<file path="config.mk">
export PLATFORM = sky130hd
export DESIGN_NAME = offset_index_decoder_flat
export DESIGN_NICKNAME = d
export VERILOG_FILES = /design/src/rtl/offset_index_decoder_pkg.sv /design/src/rtl/offset_index_decoder_if.sv /design/src/rtl/offset_decode_comb.sv /design/src/rtl/offset_index_decoder.sv /design/src/flat_wrapper.sv
export SDC_FILE = /design/constraint.sdc
export NUM_CORES = 1
export LEC_CHECK = 0
export BUFFER_PORTS_ARGS = -buffer_cell sky130_fd_sc_hd__clkbuf_2
export CORE_MARGIN = 10
export CORE_UTILIZATION = 54
export CTS_BUF_LIST = sky130_fd_sc_hd__clkbuf_4
export CTS_CLUSTER_SIZE = 24
export DETAILED_ROUTE_END_ITERATION = 10
export PLACE_DENSITY_LB_ADDON = 0.3
export REMOVE_ABC_BUFFERS = 1
export SKIP_LAST_GASP = 1
export SLEW_MARGIN = 20
export SYNTH_ARGS = -nofsm -noshare
export SYNTH_HDL_FRONTEND = slang
export SYNTH_SLANG_ARGS = --single-unit
</file>
<file path="constraint.sdc">
create_clock -name clk -period 1.95 [get_ports clk]
set_input_delay 0.39 -clock clk [delete_from_list [all_inputs] [get_ports clk]]
set_output_delay 0.39 -clock clk [all_outputs]
set_load 0.02 [all_outputs]
</file>
<file path="src/rtl/offset_index_decoder_pkg.sv">
// rtl/offset_index_decoder_pkg.sv - shared constants and types for the record-offset to symbol-index decoder
//
// Purpose: single home for the record geometry shared by the speech-symbol
// encoder and this decoder, the decoder FSM state type and the decoded item.
// Ports: none (package).

package offset_index_decoder_pkg;

   localparam int W         = 8;                          // offset / index bus width
   localparam int REC_BYTES = 8;                          // bytes per record, power of two
   localparam int NUM_IDX   = 20;                         // valid indices are 1..NUM_IDX
   localparam int OFF_SHIFT = $clog2(REC_BYTES);          // log2(REC_BYTES)
   localparam int MAX_OFF   = (NUM_IDX - 1) * REC_BYTES;  // offset of the last record

   typedef enum logic [1:0] {
      EMPTY,
      ONE,
      TWO
   } state_t;

   typedef struct packed {
      logic [W-1:0] idx;
      logic         err;
   } item_t;

endpackage

</file>
<file path="src/rtl/offset_index_decoder_if.sv">
// rtl/offset_index_decoder_if.sv - offset-in / index-out stream interface
//
// Purpose: groups the input offset stream and the output index stream.
// Signals:
//   in_valid, in_off   upstream offset stream (master drives)
//   in_ready           decoder can accept (slave drives)
//   out_valid, out_idx, out_err   decoded item stream (slave drives)
//   out_ready          downstream accepts (master drives)

interface offset_index_decoder_if;
   import offset_index_decoder_pkg::*;

   logic         in_valid;
   logic         in_ready;
   logic [W-1:0] in_off;
   logic         out_valid;
   logic         out_ready;
   logic [W-1:0] out_idx;
   logic         out_err;

   modport master (
      output in_valid, in_off, out_ready,
      input  in_ready, out_valid, out_idx, out_err
   );

   modport slave (
      input  in_valid, in_off, out_ready,
      output in_ready, out_valid, out_idx, out_err
   );

endinterface

</file>
<file path="src/rtl/offset_decode_comb.sv">
// rtl/offset_decode_comb.sv - combinational record offset to symbol index function
//
// Purpose: maps a record byte offset to {idx, err}. Aligned offsets within
// 0..MAX_OFF give idx = off/REC_BYTES + 1; anything else gives idx=0, err=1.
// Ports:
//   off   input  W      record byte offset
//   item  output item_t decoded {idx, err}

module offset_decode_comb
   import offset_index_decoder_pkg::*;
(
   input  logic [W-1:0] off,
   output item_t        item
);

   localparam logic [W-1:0] ALIGN_MASK = W'(REC_BYTES - 1);
   localparam logic [W-1:0] LAST_OFF   = W'(MAX_OFF);

   logic aligned;
   logic in_range;

   // REC_BYTES is a power of two, so modulo is a mask and division a shift.
   assign aligned  = (off & ALIGN_MASK) == '0;
   assign in_range = off <= LAST_OFF;

   always_comb begin
      item.idx = '0;
      item.err = 1'b1;
      if (aligned && in_range) begin
         item.idx = (off >> OFF_SHIFT) + W'(1);
         item.err = 1'b0;
      end
   end

endmodule

</file>
<file path="src/rtl/offset_index_decoder.sv">
// rtl/offset_index_decoder.sv - streaming record offset to symbol index decoder
//
// Purpose: recovers the symbol index from a record offset and passes it on
// through a 2-entry elastic buffer (output register + skid) so the stream
// runs at one item per cycle. Errored items are tagged and counted.
// Ports:
//   clk      input   rising-edge clock
//   rst      input   synchronous, active-low reset
//   bus      slave   offset in / index out stream
//   clr_err  input   clears err_cnt
//   err_cnt  output  saturating count of errored items accepted

module offset_index_decoder
   import offset_index_decoder_pkg::*;
(
   input  logic                  clk,
   input  logic                  rst,
   offset_index_decoder_if.slave bus,
   input  logic                  clr_err,
   output logic [W-1:0]          err_cnt
);

   state_t state;
   item_t  out_q;
   item_t  skid_q;
   item_t  dec;
   logic   in_ready_q;
   logic   out_valid_q;
   logic   in_xfer;
   logic   out_xfer;

   offset_decode_comb u_decode (
      .off  (bus.in_off),
      .item (dec)
   );

   assign in_xfer  = bus.in_valid & in_ready_q;
   assign out_xfer = out_valid_q & bus.out_ready;

   assign bus.in_ready  = in_ready_q;
   assign bus.out_valid = out_valid_q;
   assign bus.out_idx   = out_q.idx;
   assign bus.out_err   = out_q.err;

   // in_ready and out_valid are registered alongside the state so that
   // in_ready never sees out_ready combinationally; the skid absorbs the
   // one item that can arrive in the cycle the output stalls.
   always_ff @(posedge clk) begin
      if (!rst) begin
         state       <= EMPTY;
         in_ready_q  <= 1'b1;
         out_valid_q <= 1'b0;
         out_q       <= '0;
         skid_q      <= '0;
      end else begin
         case (state)
            EMPTY: begin
               if (in_xfer) begin
                  out_q       <= dec;
                  out_valid_q <= 1'b1;
                  state       <= ONE;
               end
            end
            ONE: begin
               if (in_xfer && out_xfer) begin
                  out_q <= dec;
               end else if (in_xfer) begin
                  skid_q     <= dec;
                  in_ready_q <= 1'b0;
                  state      <= TWO;
               end else if (out_xfer) begin
                  out_valid_q <= 1'b0;
                  state       <= EMPTY;
               end
            end
            TWO: begin
               if (out_xfer) begin
                  out_q      <= skid_q;
                  in_ready_q <= 1'b1;
                  state      <= ONE;
               end
            end
            default: begin
               state       <= EMPTY;
               in_ready_q  <= 1'b1;
               out_valid_q <= 1'b0;
            end
         endcase
      end
   end

   // Counts at acceptance; a clear in the same cycle as an errored
   // acceptance leaves exactly that one error counted.
   always_ff @(posedge clk) begin
      if (!rst) begin
         err_cnt <= '0;
      end else if (clr_err) begin
         err_cnt <= (in_xfer && dec.err) ? W'(1) : '0;
      end else if (in_xfer && dec.err && (err_cnt != '1)) begin
         err_cnt <= err_cnt + W'(1);
      end
   end

endmodule
</file>
<file path="src/flat_wrapper.sv">
// flat-port wrapper written by rule: the top's interface ports become plain ports
module offset_index_decoder_flat import offset_index_decoder_pkg::*;
  (clk, rst, clr_err, err_cnt, bus_in_valid, bus_in_off, bus_out_ready, bus_in_ready, bus_out_valid, bus_out_idx, bus_out_err);
  offset_index_decoder_if bus_i ();
  input  logic clk;
  input  logic rst;
  input  logic clr_err;
  output logic [W-1:0] err_cnt;
  input wire logic [$bits(bus_i.in_valid)-1:0] bus_in_valid;
  input wire logic [$bits(bus_i.in_off)-1:0] bus_in_off;
  input wire logic [$bits(bus_i.out_ready)-1:0] bus_out_ready;
  output wire logic [$bits(bus_i.in_ready)-1:0] bus_in_ready;
  output wire logic [$bits(bus_i.out_valid)-1:0] bus_out_valid;
  output wire logic [$bits(bus_i.out_idx)-1:0] bus_out_idx;
  output wire logic [$bits(bus_i.out_err)-1:0] bus_out_err;
  assign bus_i.in_valid = bus_in_valid;
  assign bus_i.in_off = bus_in_off;
  assign bus_i.out_ready = bus_out_ready;
  assign bus_in_ready = bus_i.in_ready;
  assign bus_out_valid = bus_i.out_valid;
  assign bus_out_idx = bus_i.out_idx;
  assign bus_out_err = bus_i.out_err;
  offset_index_decoder u_core (.clk(clk), .rst(rst), .bus(bus_i), .clr_err(clr_err), .err_cnt(err_cnt));
endmodule
</file>
==> impl_metrics.json <==
{
  "die_area_um2": 4796,
  "yosys.area.top_type_share_pct": 39.73,
  "synth_edf_count": 0,
  "period_share_pct": 88.53,
  "rsz0062_at_grt": "no",
  "areaGrowthSynthToFinish_pct": 13.85,
  "required_ps": 2180,
  "layout_min_cycle_time_ps": 1726,
  "dp_cells": 209,
  "yosysTopAreaCell": "dfxtp_1",
  "crit_path_end_kind": "register",
  "critPathMaxFanout": 9,
  "yosys_warnings": 0,
  "fillers": 222,
  "grt_max_degree": 15,
  "grt_usage_pct": 12.58,
  "wl_mm": 3.155,
  "hp-class": "in2reg",
  "timing.fmax_mhz": 579.3,
  "clock_skew_ps": 2.383,
  "antenna_left": 0,
  "io_buffers": 29,
  "leakagePower_nw": 0.5864,
  "antenna_cells": 0,
  "initialDrtViolationCount": 66,
  "grt_pass1_vias": 1197,
  "cts_tree": "done",
  "nets": 201,
  "hold_viol_final": 0,
  "setup_tns_ps": 0,
  "grt_pass1_wl_mm": 5.402,
  "antenna_found_initial": 0,
  "tightest_slew_ps": 586.1,
  "crit_type": "reg2reg",
  "synth_area_per_cell_um2": 8.344,
  "drv_slew": 0,
  "postCtsSetupBuffers": 0,
  "cts_root_buf": "clkbuf_4",
  "synthAdderAreaFrac_pct": 1.910,
  "syn_inst": 157,
  "layout.cells.non_filler": 213,
  "p_per_area_nw_per_um2": 699.4,
  "grt-ovfl-total": 0,
  "yosysMostFrequentCell": "dfxtp_1",
  "cp.arrival_ps": 1960,
  "clock-sinks": 26,
  "setup_violations": 0,
  "ioPinCount": 32,
  "ctsHoldBuffers": 0,
  "synthArstFlopShare_pct": 0,
  "setup_ws_ps": 223.8,
  "initial_utilization_pct": 58.10,
  "hold-worst-slack_ps": 365.7,
  "ys_seq_area_share_pct": 39.73,
  "post_drt_wl_per_cell_um": 14.81,
  "firstDrtPassIters": 4,
  "vias": 1270,
  "cap_violations": 0,
  "syn_area_um2": 1310,
  "numCtsBuffers": 3,
  "multi_input_area_um2": 745.7,
  "cts.htree.levels": 1,
  "cts.path.max_buffers": 2,
  "hpwlAfterDp_mm": 2.386,
  "start_kind": "register",
  "clk_pin_slew_ps": 140,
  "outcome": "finished, final reports clean",
  "placementRows": 17,
  "clock_latency_ps": 320,
  "synth_xor_area_share_pct": 1.337,
  "fp.dieW_um": 69.26,
  "peakVddDrop_v": 0.0004357,
  "synth.distinct_cells": 47,
  "synth-simple-area-share_pct": 28.94,
  "synth-seq-cells": 26,
  "place_ws_ps": 218.2,
  "synth_top_family_by_area": "simple AND/OR/NAND/NOR gates",
  "synth_compound_area_share_pct": 23.40,
  "drive_above_1_share_pct": 22.16,
  "core_um2": 2255,
  "gp_congestion": 0.8654,
  "utilization_pct": 66.15,
  "seq_area_um2": 520.5,
  "yosys-top-cells-area": "dfxtp_1, a21oi_1, nand2_1, nand3_1, a31oi_1",
  "synth_mux_area_share_pct": 0.7641,
  "synth_flop_cell": "dfxtp_1",
  "die_height_um": 69.26,
  "cts_resized": 0,
  "drc": 0,
  "netlist_top_cells_count": "dfxtp_1, nand2_1, a21oi_1",
  "viasPerCell": 5.962,
  "max_slew_margin_pct": 60.85
}
## final cells by class
cell class	count	area share [%]
Multi-Input combinational cell	122	50.00
Sequential cell	26	34.90
Timing Repair Buffer	30	10.23
Tap cell	28	2.349
Clock buffer	3	1.510
Inverter	3	0.7550
Clock inverter	1	0.2517
## per-layer routing
metal	wire length (um)	GRT usage, %	up-vias	share of wire, %
met3	164	2.996	2	5.2
met4	23	4.213	0	0.73
li1	-	-	641	-
met2	1496	20.36	37	47
met1	1471	15.76	590	47
met5	0	0	-	0
## sequential cells by signal (all words and copies together), names as in the netlist
| name | count |
|---|---|
| u_core.bus.in_ready | 1 |
| u_core.bus.out_err | 1 |
| u_core.bus.out_idx | 6 |
| u_core.bus.out_valid | 1 |
| u_core.err_cnt | 8 |
| u_core.skid_q | 7 |
| u_core.state | 2 |
## path summary, 6_finish.rpt
check,endpoint,slack [ps],from,cells after the start
max,u_core.err_cnt[0]$_SDFFE_PN0P_,220,u_core.err_cnt[0]$_SDFFE_PN0P_,5
min,u_core.bus.out_valid$_SDFFE_PN0P_,370,bus_out_ready,3
max reg2reg,u_core.err_cnt[0]$_SDFFE_PN0P_,220,u_core.err_cnt[0]$_SDFFE_PN0P_,5
min reg2reg,u_core.skid_q[4]$_SDFFE_PN0P_,460,u_core.skid_q[4]$_SDFFE_PN0P_,2
## where the power goes
part	leakage, nW	switching, W	internal (W)	total (W)
Sequential	0.212	0.0000280	0.000563	0.000591
Clock	0.0154	0.000157	0.0000749	0.000232
Combinational	0.359	0.000137	0.0000825	0.000220
Total	0.586	0.000323	0.000720	0.00104
## worst max-delay path, stage by stage (launching register included)
cell and delay (ps):
dfxtp_1 460, ha_1 290, nand3_1 120, nor2_1 400, o21bai_1 120, a31o_2 250
## logic make-up (layout without fill, tap and decap cells)
group           count (synthesis)  after routing
simple gates                   67             67
compound gates                 48             48
flops                          26             26
buf+inv                        10             37
fa+ha+maj                       2              2
xor+xnor                        2              2
other cells                     1              2
mux                             1              1
## layout by cell type (no fill, tap or decap), types with 2 or more instances in the layout
cell type,instances
nor2_1,6
nand2_1,18
a31oi_1,7
or3_1,5
conb_1,2
dfxtp_1,26
nand2b_1,3
and3_1,4
or4_1,4
clkbuf_2,29
nand3_1,11
and4b_1,2
inv_1,2
nand3b_1,2
o21ai_0,8
o21bai_1,2
clkinv_1,2
or2_2,2
a211oi_1,2
a21oi_1,16
clkbuf_4,3
ha_1,2
o31ai_1,3
xor2_1,2
## through the flow
step / power (W) / area (um^2)
final: 0.001043 / 1491
after global routing: 0.001097 / 1491
after CTS: 0.001049 / 1491
after detailed placement: 0.0008240 / 1465
after global placement: 0.0008137 / 1465
after floorplan: 0.0007397 / 1277
No activity file was read; power rests on OpenSTA's default activity.
